**src/rtl/baud_gen_frac_pkg.sv**
```systemverilog
// Shared defaults and helpers for the fractional baud-rate generator.
// Holds the parameter defaults and the os_phase width function.
package baud_gen_frac_pkg;

   localparam int CNT_WIDTH_DEF  = 13;
   localparam int FRAC_WIDTH_DEF = 3;
   localparam int OVERSAMPLE_DEF = 16;

   // Ceiling log2, never less than 1 so a phase port always has a bit.
   function automatic int clog2(input int value);
      int r;
      r = 0;
      for (int v = value - 1; v > 0; v = v >> 1) begin
         r++;
      end
      if (r < 1) begin
         r = 1;
      end
      return r;
   endfunction

endpackage

```
**src/rtl/baud_gen_frac.sv**
```systemverilog
// Fractional-N baud tick generator with oversample phase counter.
// Ticks every baud_val+1 clocks, stretched by one clock whenever the fraction accumulator carries.
module baud_gen_frac
   import baud_gen_frac_pkg::*;
#(
   parameter int CNT_WIDTH  = CNT_WIDTH_DEF,
   parameter int FRAC_WIDTH = FRAC_WIDTH_DEF,
   parameter int OVERSAMPLE = OVERSAMPLE_DEF
) (
   input  logic                          clk,
   input  logic                          reset_n,
   input  logic                          enable,
   input  logic                          restart,
   input  logic [CNT_WIDTH-1:0]          baud_val,
   input  logic [FRAC_WIDTH-1:0]         baud_frac,
   output logic                          baud_clock,
   output logic                          xmit_pulse,
   output logic [clog2(OVERSAMPLE)-1:0]  os_phase
);

   localparam int                 OS_W    = clog2(OVERSAMPLE);
   localparam logic [OS_W-1:0]    OS_LAST = OS_W'(OVERSAMPLE - 1);
   localparam logic [OS_W-1:0]    OS_ONE  = OS_W'(1);
   localparam logic [CNT_WIDTH:0] CNT_ONE = (CNT_WIDTH + 1)'(1);

   logic [CNT_WIDTH:0]  cnt;
   logic [FRAC_WIDTH-1:0] acc;
   logic [FRAC_WIDTH:0] acc_sum;
   logic [OS_W-1:0]     os_cntr;
   logic                clear;
   logic                reload;

   assign clear   = restart | ~enable;
   assign reload  = (cnt == '0);
   assign acc_sum = {1'b0, acc} + {1'b0, baud_frac};

   // Extra bit on cnt lets an all-ones baud_val plus carry reload without wrapping.
   always_ff @(posedge clk or negedge reset_n) begin
      if (!reset_n) begin
         cnt        <= '0;
         baud_clock <= 1'b0;
      end else if (clear) begin
         cnt        <= '0;
         baud_clock <= 1'b0;
      end else if (reload) begin
         cnt        <= {1'b0, baud_val} + (CNT_WIDTH + 1)'(acc_sum[FRAC_WIDTH]);
         baud_clock <= 1'b1;
      end else begin
         cnt        <= cnt - CNT_ONE;
         baud_clock <= 1'b0;
      end
   end

   always_ff @(posedge clk or negedge reset_n) begin
      if (!reset_n) begin
         acc <= '0;
      end else if (clear) begin
         acc <= '0;
      end else if (reload) begin
         acc <= acc_sum[FRAC_WIDTH-1:0];
      end
   end

   always_ff @(posedge clk or negedge reset_n) begin
      if (!reset_n) begin
         os_cntr <= '0;
      end else if (clear) begin
         os_cntr <= '0;
      end else if (baud_clock) begin
         os_cntr <= (os_cntr == OS_LAST) ? '0 : os_cntr + OS_ONE;
      end
   end

   assign xmit_pulse = baud_clock & (os_cntr == OS_LAST);
   assign os_phase   = os_cntr;

endmodule

```
**config.mk**
```make
export PLATFORM = sky130hd
export DESIGN_NAME = baud_gen_frac
export DESIGN_NICKNAME = d
export VERILOG_FILES = /design/src/rtl/baud_gen_frac_pkg.sv /design/src/rtl/baud_gen_frac.sv
export SDC_FILE = /design/constraint.sdc
export NUM_CORES = 1
export LEC_CHECK = 0
export ABC_AREA = 1
export BUFFER_PORTS_ARGS = -buffer_cell sky130_fd_sc_hd__buf_2
export CORE_UTILIZATION = 60
export CTS_CLUSTER_DIAMETER = 150
export DETAILED_ROUTE_END_ITERATION = 8
export PLACE_DENSITY_LB_ADDON = 0.05
export SLEW_MARGIN = 20
export SYNTH_ARGS = -nofsm -noshare
export SYNTH_HDL_FRONTEND = slang
export SYNTH_SLANG_ARGS = --single-unit
```
**constraint.sdc**
```tcl
create_clock -name clk -period 3.5 [get_ports clk]
set_clock_uncertainty 0.05 [all_clocks]
set_input_delay 0.175 -clock clk [delete_from_list [all_inputs] [get_ports clk]]
set_output_delay 0.175 -clock clk [all_outputs]
set_load 0.01 [all_outputs]
```
---- Word level (Yosys, flattened, before mapping) ----
Index checks and enable logic that the tools add are counted.
word-level totals
  word-level logic and storage cells ...... 24
  bits of input ports ..................... 20
  output and inout port bits .............. 6
  bits in registers ....................... 22
cells by class
  bitwise gates (word level) .............. 3
  equality and inequality tests ........... 1
  multiplexer cells ....................... 9
  add/subtract/negate cells ............... 4
  reduce and logical (&&, ||, !) cells .... 3
operators by type and width
  kind                   number
  $mux 14                2
  $add 13x1->14          1
  $logic_not 14->1       1
  $sub 14x1->14 const B  1
  $mux 4                 3
  $mux 3                 2
  $add 3x3->4            1
  $add 4x1->4 const B    1
  $eq 4x4->1 const B     1
  $reduce_bool 2->1      2
  $mux 1                 2
  $and 1x1->1            1
  $not 1->1              1
  $or 1x1->1             1

---- Logic depth before layout (Yosys ltp) ----
  depth after elaboration ................. 4
  gate-level depth with buffers ........... 11
  mapped depth without buffers ............ 11

---- Least setup slack after synthesis ----
No wires, ideal clock.
  kind .................................... flip-flop to flip-flop
  start ................................... register acc[2]
  end ..................................... register cnt[10]
  clock period less this slack ............ 1.804 ns
  data arrival time ....................... 1.638 ns
  library setup time ...................... 0.117 ns
  stages on the path, launching flop included .. 12
  slack ................................... 1.696 ns
  buffers on the path ..................... 0
  data required time ...................... 3.333 ns
  cell sequence ........................... dfrtp_1 -> ha_1 -> nand3_1 -> nand2_1 -> ha_1 -> nand2_2 -> nor3_4 -> nand3_2 -> nand2_1 -> inv_1 -> nor2_1 -> nor2_1
on the way
  cells in the longest elaborated chain, start to end .. 4
ends and longest elaborated chain
  element                 RTL line             source
  from (decl)             baud_gen_frac.sv:27  logic [FRAC_WIDTH-1:0] acc;
  from (signal assigned)  baud_gen_frac.sv:60  acc <= acc_sum[FRAC_WIDTH-1:0];
  $add 3x3->4             baud_gen_frac.sv:35  assign acc_sum = {1'b0, acc} + {1'b0, baud_frac};
  $add 13x1->14           baud_gen_frac.sv:46  cnt <= {1'b0, baud_val} + (CNT_WIDTH + 1)'(acc_sum[FRAC_WIDTH]);
  $mux 14                 baud_gen_frac.sv:45  end else if (reload) begin
  $mux 14                 baud_gen_frac.sv:42  end else if (clear) begin
  to (signal assigned)    baud_gen_frac.sv:46
  to (signal assigned)    baud_gen_frac.sv:49  cnt <= cnt - CNT_ONE;
  to (decl)               baud_gen_frac.sv:26  logic [CNT_WIDTH:0] cnt;
No other way between the ends.
A chain may end at the register's enable or synchronous reset.

---- Worst setup path after layout ----
  start ................................... register acc[2]
  end ..................................... register cnt[11]
The elaborated chain is that of the path after synthesis.

==> results.cfg <==
[floorplanning]
io-pin-count = 26
die_w_um = 55.1
initial_core_util_pct = 65.8
die_height_um = 55.1
rows = 18
core-area_um2 = 2570
die_area_um2 = 3030

[critical_path]
worstRegToRegCells = 11
crit_type = flip-flop to flip-flop
crit_path_max_fanout = 3
rr_endpoint = cnt[11]
end_kind = flip-flop
path_common_cell = nand2_1
cp_data_arrival_time_ps = 2140
reg2reg_slack_ps = 1540
crit_chain = ha_1 -> nand3_1 -> nand2_1 -> ha_1 -> inv_1 -> nor2_1 -> nand2_1 -> nor2_1 -> xor2_1 -> nand2_1 -> nand2_1
worstPathRequired_ps = 3680
startpoint_type = flip-flop
slowest_delay_ps = 390
cpMaxStageDelayCell = dfrtp_1
r2r-start = acc[2]

[cts]
cts_buffer_depth = 2
cts.sinks = 22
h-tree-depth = 1
insertion_delay_ps = 290
clkSlewWorstSetupHoldPaths_ps = 110
cts_tree = done
cts_root_buf = clkbuf_4
cts_made_buffers = 3
cts_resized = 0

[sta]
rsz0062_at_grt = false
slew_headroom_pct = 65.9
worstMarginPinSlew_ps = 510
fin_crit_ps = 1960
hold_viol = 0
holdWs_ps = 136
fin_crit_sh_pct = 56.0
fmax_ghz = 0.511
tns_ps = 0
setup_violations = 0
slew_viol_final = 0

[placed_design]
numPortBuffers = 25
hpwlAfterDp_mm = 2.87
dp.cells = 285
routabilityCongestion = 0.813

[yosys]
synth_nets = 260
yosysUniqueCellTypes = 28
yosys.area.top_type = dfrtp_1
syn_area_um2 = 1690
synth_top_area_share_pct = 32.6
ys_seq_elements = 22
ys_warn_count = 0
synthTopCellsByArea = dfrtp_1 33%, nand2_1 13%, nor2_1 7.1%
avgSynthCellArea_um2 = 7.31
netlist_instances = 231
synth-seq-area-share_pct = 32.6

[power]
power.leakage_nw = 0.991
powerDensity_nw_per_um2 = 807
peakVddDrop_mv = 0.767

[global_routing]
grt_util_met3_pct = 2.46
busiest_layer = met2
antenna_found_initial = 0
grt_pass1_vias = 1316
overflow = 0
met2_usage_pct = 47.4
use_met1_pct = 33.4
grt_start_max_net_pins = 23
grt_usage_pct = 26.2
grt_pass1_wl_mm = 5.46

[hold_path]
hold_depth = 4
holdPathEnd = cnt[11]
hp-class = input pin to flip-flop
hold_start = baud_val[11]

[route]
postRouteAntennaNets = 0
viasPerCell = 5.23
route.detailed.drc = 0
dr_total_vias = 1512
firstDrtPassIters = 4
dr.first_iter.drc_count = 25
wire_per_inst_um = 12.0
routed_wirelength_mm = 3.46

[cells_and_area]
antenna_cells = 0
final-instance-count-excl-fill = 289
syn_to_final_growth_pct = 11.3
layout.nets = 290
drive_gt1_share_pct = 19.7
utilization_pct = 73.2
fill_cells = 227

[run_status]
status = complete, no violations

[job]
max_cap_violations = 0
## worst max path at each step
| stage | endpoint | slack (ps) | depth (start not counted) | from |
|---|---|---|---|---|
| final | cnt[11] | 1540 | 11 | acc[2] |
| after global routing | cnt[11] | 1330 | 11 | acc[2] |
| after CTS | cnt[11] | 1540 | 11 | acc[2] |
| after detailed placement | cnt[11] | 1560 | 11 | acc[2] |
| after global placement | cnt[7] | 1590 | 11 | acc[2] |
| after floorplan | cnt[10] | 1700 | 11 | acc[2] |
## synthesized netlist by cell type (all sizes together)
library cell and count:
nor3 2, nand3b 2, a21o 1, nand3 24, nor2 41, a21oi 7, buf 1, dfrtp 22
ha 8, a31o 1, nand4 4, o22ai 2, xnor2 3, inv 26, nand2 63, o21ai 13
fa 1, o21a 1, xor2 9
## power by group
group | switching (mW) | internal [mW] | total [mW]
Combinational | 0.632 | 0.357 | 0.989
Sequential | 0.0902 | 0.331 | 0.421
Clock | 0.0665 | 0.0400 | 0.107
## metal layers
metal | vias to the layer above | part of all wire [%]
met1 | 684 | 48
met5 | - | 0
met4 | 0 | 0.52
met3 | 2 | 2.6
met2 | 25 | 49
li1 | 801 | -
## cells in the final DEF (no fill, tap or decap), drive strengths merged, types with 3 or more instances in the layout
cell | netlist | final
clkbuf | 0 | 3
a21oi | 7 | 7
nand4 | 4 | 4
nand3 | 24 | 24
xnor2 | 3 | 3
buf | 1 | 25
o21ai | 13 | 13
nor2 | 41 | 41
xor2 | 9 | 9
inv | 26 | 26
ha | 8 | 8
nand2 | 63 | 63
dfrtp | 22 | 22
## through the flow
stage	power, mW	worst slack [ps]	instance area (µm²)
2_1_floorplan	1.20	1700	1690
3_3_place_gp	1.40	1590	1850
5_1_grt	1.69	1330	1880
3_5_place_dp	1.41	1560	1850
6_report	1.52	1540	1880
4_1_cts	1.52	1540	1880
## critical path, delay by kind of cell (launching register included)
kind / cells / cell delay, ps
XOR/XNOR: 1 / 160
flip-flops: 1 / 390
adder cells (fa/ha/maj): 2 / 520
buffers and inverters: 1 / 50
AND/OR/NAND/NOR: 7 / 730
## sequential cells by signal (all words and copies together), names as in the netlist
signal and flops:
baud_clock 1, cnt 14, os_phase 4, acc 3
## repair_timing
item	in CTS	in global routing
hold buffers	1	0
endpoints found under the hold margin	22	0
setup endpoints to repair	0	0
setup buffers	0	0
## kinds of logic (layout without fill, tap and decap cells)
| family | after synthesis | count (layout) | synth area share [%] |
|---|---|---|---|
| AOI/OAI and AO/OA | 25 | 25 | 8.30 |
| xor gates and xnor gates | 12 | 12 | 6.22 |
| adders and majority gates | 9 | 9 | 7.11 |
| buffers and inverters | 27 | 55 | 6.07 |
| DFF | 22 | 22 | 32.6 |
| and+or+nand+nor | 136 | 136 | 39.7 |
## area by class of cell
class	count	area, µm²	share of cell area [%]
well taps	30	37.5	2.00
flip-flops and latches	22	551	29.3
inverters	26	97.6	5.19
clock buffers	3	22.5	1.20
multi-input cells	182	1040	55.1
repair buffers	26	135	7.19
(Power assumes the default switching activity.)
